**src/rtl/mul_result_buffer.sv**
```systemverilog
// Writeback-side buffer for integer multiply results: selects the architectural
// result from the double-width product and queues it in a 2-entry FIFO.
module mul_result_buffer #(
  parameter int XLEN = 64
) (
  input  logic              clk,
  input  logic              reset,
  input  logic              FlushW,
  input  logic              MulValidM,
  output logic              MulReadyM,
  input  logic [2*XLEN-1:0] ProdM,
  input  logic [2:0]        Funct3M,
  input  logic              W64M,
  input  logic [4:0]        RdM,
  output logic              MulValidW,
  input  logic              WBReadyW,
  output logic [XLEN-1:0]   MulResultW,
  output logic [4:0]        RdW,
  output logic [31:0]       MulStallCount
);

  logic [XLEN-1:0] result_m;
  logic [XLEN-1:0] data_q [2];
  logic [4:0]      rd_q   [2];
  logic            head_q, head_d;
  logic            tail_q, tail_d;
  logic [1:0]      count_q, count_d;
  logic [31:0]     stall_q, stall_d;
  logic            enq, deq, wr_en;

  // Word ops only exist on RV64; the 32-bit build has no W64 path at all.
  generate
    if (XLEN == 64) begin : g_rv64
      always_comb begin
        result_m = (Funct3M == 3'b000) ? ProdM[XLEN-1:0] : ProdM[2*XLEN-1:XLEN];
        if (W64M) result_m = {{(XLEN-32){ProdM[31]}}, ProdM[31:0]};
      end
    end else begin : g_rv32
      logic unused_w64;
      assign unused_w64 = W64M;
      always_comb begin
        result_m = (Funct3M == 3'b000) ? ProdM[XLEN-1:0] : ProdM[2*XLEN-1:XLEN];
      end
    end
  endgenerate

  assign MulReadyM = (count_q != 2'd2);
  assign MulValidW = (count_q != 2'd0);
  assign enq       = MulValidM & MulReadyM;
  assign deq       = MulValidW & WBReadyW;
  assign wr_en     = enq & ~FlushW;

  always_comb begin
    head_d  = head_q;
    tail_d  = tail_q;
    count_d = count_q;
    stall_d = stall_q;
    if (MulValidM && !MulReadyM) stall_d = stall_q + 32'd1;
    if (FlushW) begin
      head_d  = 1'b0;
      tail_d  = 1'b0;
      count_d = 2'd0;
    end else begin
      if (enq) tail_d = ~tail_q;
      if (deq) head_d = ~head_q;
      case ({enq, deq})
        2'b10:   count_d = count_q + 2'd1;
        2'b01:   count_d = count_q - 2'd1;
        default: count_d = count_q;
      endcase
    end
  end

  always_ff @(posedge clk) begin
    if (!reset) begin
      head_q  <= 1'b0;
      tail_q  <= 1'b0;
      count_q <= 2'd0;
      stall_q <= 32'd0;
    end else begin
      head_q  <= head_d;
      tail_q  <= tail_d;
      count_q <= count_d;
      stall_q <= stall_d;
    end
  end

  // Entry storage survives a flush; only reset clears it.
  genvar gi;
  generate
    for (gi = 0; gi < 2; gi++) begin : g_entry
      always_ff @(posedge clk) begin
        if (!reset) begin
          data_q[gi] <= '0;
          rd_q[gi]   <= 5'd0;
        end else if (wr_en && (tail_q == gi[0])) begin
          data_q[gi] <= result_m;
          rd_q[gi]   <= RdM;
        end
      end
    end
  endgenerate

  assign MulResultW    = data_q[head_q];
  assign RdW           = rd_q[head_q];
  assign MulStallCount = stall_q;

endmodule

```
**config.mk**
```make
export PLATFORM = sky130hd
export DESIGN_NAME = mul_result_buffer
export DESIGN_NICKNAME = d
export VERILOG_FILES = /design/src/rtl/mul_result_buffer.sv
export SDC_FILE = /design/constraint.sdc
export NUM_CORES = 1
export LEC_CHECK = 0
export ABC_AREA = 1
export BUFFER_PORTS_ARGS = -buffer_cell sky130_fd_sc_hd__buf_2
export CORE_MARGIN = 5
export CORE_UTILIZATION = 40
export DETAILED_ROUTE_END_ITERATION = 12
export PLACE_DENSITY = 0.67
export SYNTH_ARGS = -nofsm -noshare
export SYNTH_HDL_FRONTEND = slang
export SYNTH_SLANG_ARGS = --single-unit
```
**constraint.sdc**
```tcl
create_clock -name clk -period 5.93 [get_ports clk]
set_clock_uncertainty 0.1 [all_clocks]
set_input_delay 0.2965 -clock clk [delete_from_list [all_inputs] [get_ports clk]]
set_output_delay 0.2965 -clock clk [all_outputs]
set_load 0.005 [all_outputs]
```
After elaboration in Yosys (flattened, before gate mapping):

Memories as Yosys holds them, arrays and structs flattened. A register that Yosys moved wholly into a read port is not among the register bits.
Cells that the tools add are included.
Widths: inputs -> output; s select.

* register bits: 36
* RAM bits: 138
* bits of input ports: 142
* memories: 2

Memory list
* data_q: depth 2, width 64, read ports 1, clocked after Yosys merged registers in 1, wr ports 2, RTL line 23 `logic [XLEN-1:0] data_q [2];`
* rd_q: depth 2, width 5, read ports 1, clocked after Yosys merged registers in 1, wr ports 2, RTL line 24 `logic [4:0] rd_q [2];`

* add/subtract/negate cells: 3
* equal/unequal tests: 3
* muxes and demuxes: 18
* bitwise operators: 11
* reduce and logical (&&, ||, !) cells: 8

Operators with widths (count)
* $mux 64: 4
* $add 32x1->32 const B: 1
* $mux 1: 11
* $mux 5: 2
* $not 1->1: 4
* $or 1x1->1: 4
* $pmux 2 s2: 1
* $reduce_bool 2->1: 2
* $and 1x1->1: 3
* $logic_and 1x1->1: 3
* $logic_not 3->1: 1
* $add 2x1->2 const B: 1
* $eq 2x1->1 const B: 1
* $eq 2x2->1 const B: 1
* $ne 2x2->1 const B: 1
* $reduce_or 2->1: 1
* $sub 2x1->2 const B: 1
* $logic_not 1->1: 1

Depth between registers and ports, before layout:

* depth after elaboration: 8
* depth in mapped cells: 9
* mapped depth without buffers: 9

Least setup slack after synthesis:

OpenSTA, ideal clock, no wires.

* path type: register to register
* from: register count_q[0]
* to: memory data_q[0][0] (enable)
* setup time: 429 ps
* arrival: 2326 ps
* path slack: 3075 ps
* stages on the path, launching flop included: 7
* buffers on the path: 0
* period minus slack after synthesis: 2855 ps
* cells stage by stage: dfxtp_1 nor2_4 nor2_4 inv_2 nor2_4 nand2_1 nand2_1

RTL lines
* from (decl): RTL line 27 `logic [1:0] count_q, count_d;`
* from (signal assigned): RTL line 83 `count_q <= count_d;`
* to (decl): RTL line 23

==> results.txt <==
- RSZ-0062 raised after global routing: false
- Relative to the synthesized area, the layout overhead comes to 22.0%.
- Worst setup path endpoint: data_q[0][13]
- The worst setup path is captured at a flop.
- Number of I/O pins: 245
* Cell types with the largest area share after synthesis: edfxtp_1, mux2_2, dfxtp_1
* Maximum clock path buffer count: 2
* Detailed Routing Iterations Pass 1: 5
- Post-synth cell types: 32
* Post-DP HPWL: 14.5 mm
* Share of the clock period used by the worst path after layout: 44.6%
- Across the run, the number of max-cap violations was 0.
- Clock tree from TritonCTS: built
* CTS H-Tree Depth: 4
- Final net count: between 1,000 and 1,500
- Summing all flip-flop and latch instances after layout gives 0.00489 mm2.
- Total vias in the final route: 6,881
- Sequential element share of the synthesized area: between 50% and 60%
* Type of the worst setup path: in2reg
- Maximum vdd drop: 0.173 mV
- Dividing total power by cell area gives a power density of 261 mW/mm2.
- Post-synth EDFFs: approximately 140
- The detail route stage leaves a number of antenna-violating nets equal to 0.
- Headroom to the max-slew limit: 22.6%
- Number of hold violations in the final report: 0
- Initial core utilization: 40.5%
- Later-pin clock latency in the skew report: 0.42 ns
- Asr flop ratio synth: 0%
- Global-route wire length before repair: 33.9 mm
- The tree built by TritonCTS fans out to 175 sinks.
* Post-layout minimum cycle time: 2.64 ns
* Leading register cell type out of synthesis: edfxtp_1
- Synthesis produced 904 cells.
- Measured along the y axis, the die boundary spans between 150 and 200 um.
- 0 antenna diodes ended up in the layout.
- Leakage power figure: 4.84 nW
- STA classifies the critical path startpoint as an input pin.
- Clk root buf: clkbuf_16
* R2R Path End: data_q[0][55]
- Synth warn: 0
* Nets in the synthesized netlist: 1,048
* Site row count: 54
- Drt wl/cell: 15.5 um
- Core area: 0.0217 mm2
- Portion of total power attributed to sequential cells: 50.1%
- Launching point of the worst reg2reg path: count_q[0]
* # DRC: 0
* Die footprint: 0.0250 mm2
- The worst hold path belongs to the class in2reg.
- Register-to-register path setup slack: between 3 and 4 ns
- Clock transition time at the flip-flop clock pins of the worst setup and hold paths: 0.07 ns
- Clock tree synthesis inserted a total of 17 buffers.
- For this design, the CTS-stage hold fixing added 0 buffers.
- Setup violations remaining at the end of the flow were counted as 0.
- Measured in cells, the most critical reg-to-reg path has a length of 6.
- Dividing the detail-routed via count by the number of cells gives roughly 4.8.
- Tightest Pin Transition: 1.16 ns
- Post-synthesis cell type with the largest combined area: edfxtp_1
- Clock network fraction of total power: around two fifths
* Total global routing overflow: 0
- Final Routed Wirelength: 22.0 mm
- Via count of the first global-routing pass: 6,642
- RePlAce Congestion: 0.839
- In this run the biggest area consumer among cell types represents between 40% and 50% of the synthesized area.
- Maximum net fanout on the critical path: 65
- Multi-input gate area in the final layout: 0.00325 mm2
- The flow ran to the end, and the final reports show no timing, DRC or antenna violations.
- The max-slew violation count is 0.
- The count of buffers added on input and output ports is 244.
- Of the total power, the share spent switching nets is 24.8%.
* Fraction of layout instances using a drive strength above 1: between 30% and 40%
- Timing would allow up to 378 MHz.
- Die extent in x: 158 um
* Initial antenna violation count: 1
- Arrival time at the worst endpoint: 2.67 ns
* GRT Total Usage: roughly 17%
- After synthesis the cells add up to 0.00878 mm2.
* Number of instances resized during post-cts repair: 0
- Post-CTS timing repair inserted 0 buffers for setup.
- Seq cells post-synth: 175
* Most numerous cell in the Yosys netlist: nor2_1
- Internal power of the cells: 2.10 mW
* Post-route setup TNS: 0 ns
- Largest net degree at the start of global routing: 71
- Data on the critical path is required at its endpoint by 5.96 ns.
- In this run, the number of DRC markers left after iteration 0 of detailed routing was ~360.
- Total power: 2.79 mW
- Critical Path Start: Funct3M[1]
- Filler Cell Count: 2,051
* Share of total power in combinational logic: 10.2%
* Switching power: approximately 0.69 mW
- By count the netlist is led by nor2_1, edfxtp_1, nand2_1.
* Mean post-synth cell area: 9.71 um2
[final cells by class]
cell class / instances / area share (%)
inverter: 110 / 3.88
tap: 280 / 3.27
sequential: 175 / 45.7
timing repair buffer: 245 / 11.5
clock buffer: 17 / 3.97
multi-input combinational: 578 / 30.3
clock inverter: 15 / 1.40
[worst max-delay path: stages]
cell and delay (ns):
buf_2 0.10, nor2_1 0.12, nand2_2 0.54, nand2_2 1.11, mux2i_1 0.36, nor2_1 0.08
[cell usage in the layout (no fill, tap or decap), drive strengths merged, types with 2 or more instances in the layout]
master and n:
nand4 6, mux2i 32, clkinvlp 4, clkbuf 17, edfxtp 138, nor3 2, a21oi 25, nand3 31
dfxtp 37, mux2 69, nand2 116, o21ai 78, nor2 212, ha 2, buf 245, inv 119
[state kept, by name, indices dropped and copies added, names as in the netlist, named ones only]
name           count
data_q           128
MulStallCount     32
rd_q              10
count_q            2
head_q             1
tail_q             1
[how the worst min path moves through the flow]
| stage | startpoint | end | slack, ns | cells after the start |
|---|---|---|---|---|
| after floorplan | head_q | flop | 0.33 | 1 |
| after global placement | head_q | flop | 0.33 | 1 |
| after detailed placement | head_q | flop | 0.33 | 1 |
| after CTS | RdM[2] | rd_q[1][2] | 0.06 | 3 |
| after global routing | RdM[1] | rd_q[1][1] | 0.07 | 3 |
| final | RdM[2] | rd_q[1][2] | 0.08 | 3 |
[cell families (layout without fill, tap and decap cells)]
group,after synthesis,after routing,share of synthesized area (%)
flip-flops,175,175,55.7
AND/OR/NAND/NOR,369,369,17.8
AO/OA/AOI/OAI,105,105,6.03
multiplexers,101,101,12.5
adder cells (fa/ha/maj),2,2,0.285
XOR/XNOR,1,1,0.0998
buffers and inverters,151,387,7.58
[layer usage]
layer	global-route usage [%]	routed length, um	vias to the layer above
li1	-	-	3434
met2	30.5	11200	209
met3	3.80	1480	17
met1	21.3	9050	3219
met4	4.35	229	2
met5	0	13	-
[through the flow]
step,worst slack [ns],utilization (%),hold slack (ns),instance area (um2),cells
finish,3.29,49.4,0.0837,10700,1420
global route,3.09,49.4,0.0699,10700,1420
CTS,3.32,49.4,0.0601,10700,1420
detailed placement,2.87,46.7,0.332,10100,1388
global placement,2.95,46.7,0.329,10100,1388
floorplan,3.07,-,0.325,8780,904
[power by group through the flow]
| stage | registers, mW | logic (mW) | clock network, mW |
|---|---|---|---|
| 3_3_place_gp | 1.43 | 0.286 | 0 |
| 3_5_place_dp | 1.43 | 0.288 | 0 |
| 5_1_grt | 1.41 | 0.318 | 1.19 |
| 6_report | 1.40 | 0.284 | 1.11 |
| 4_1_cts | 1.40 | 0.290 | 1.13 |
| 2_1_floorplan | 1.42 | 0.167 | 0 |
No activity file was read; power rests on OpenSTA's default activity.
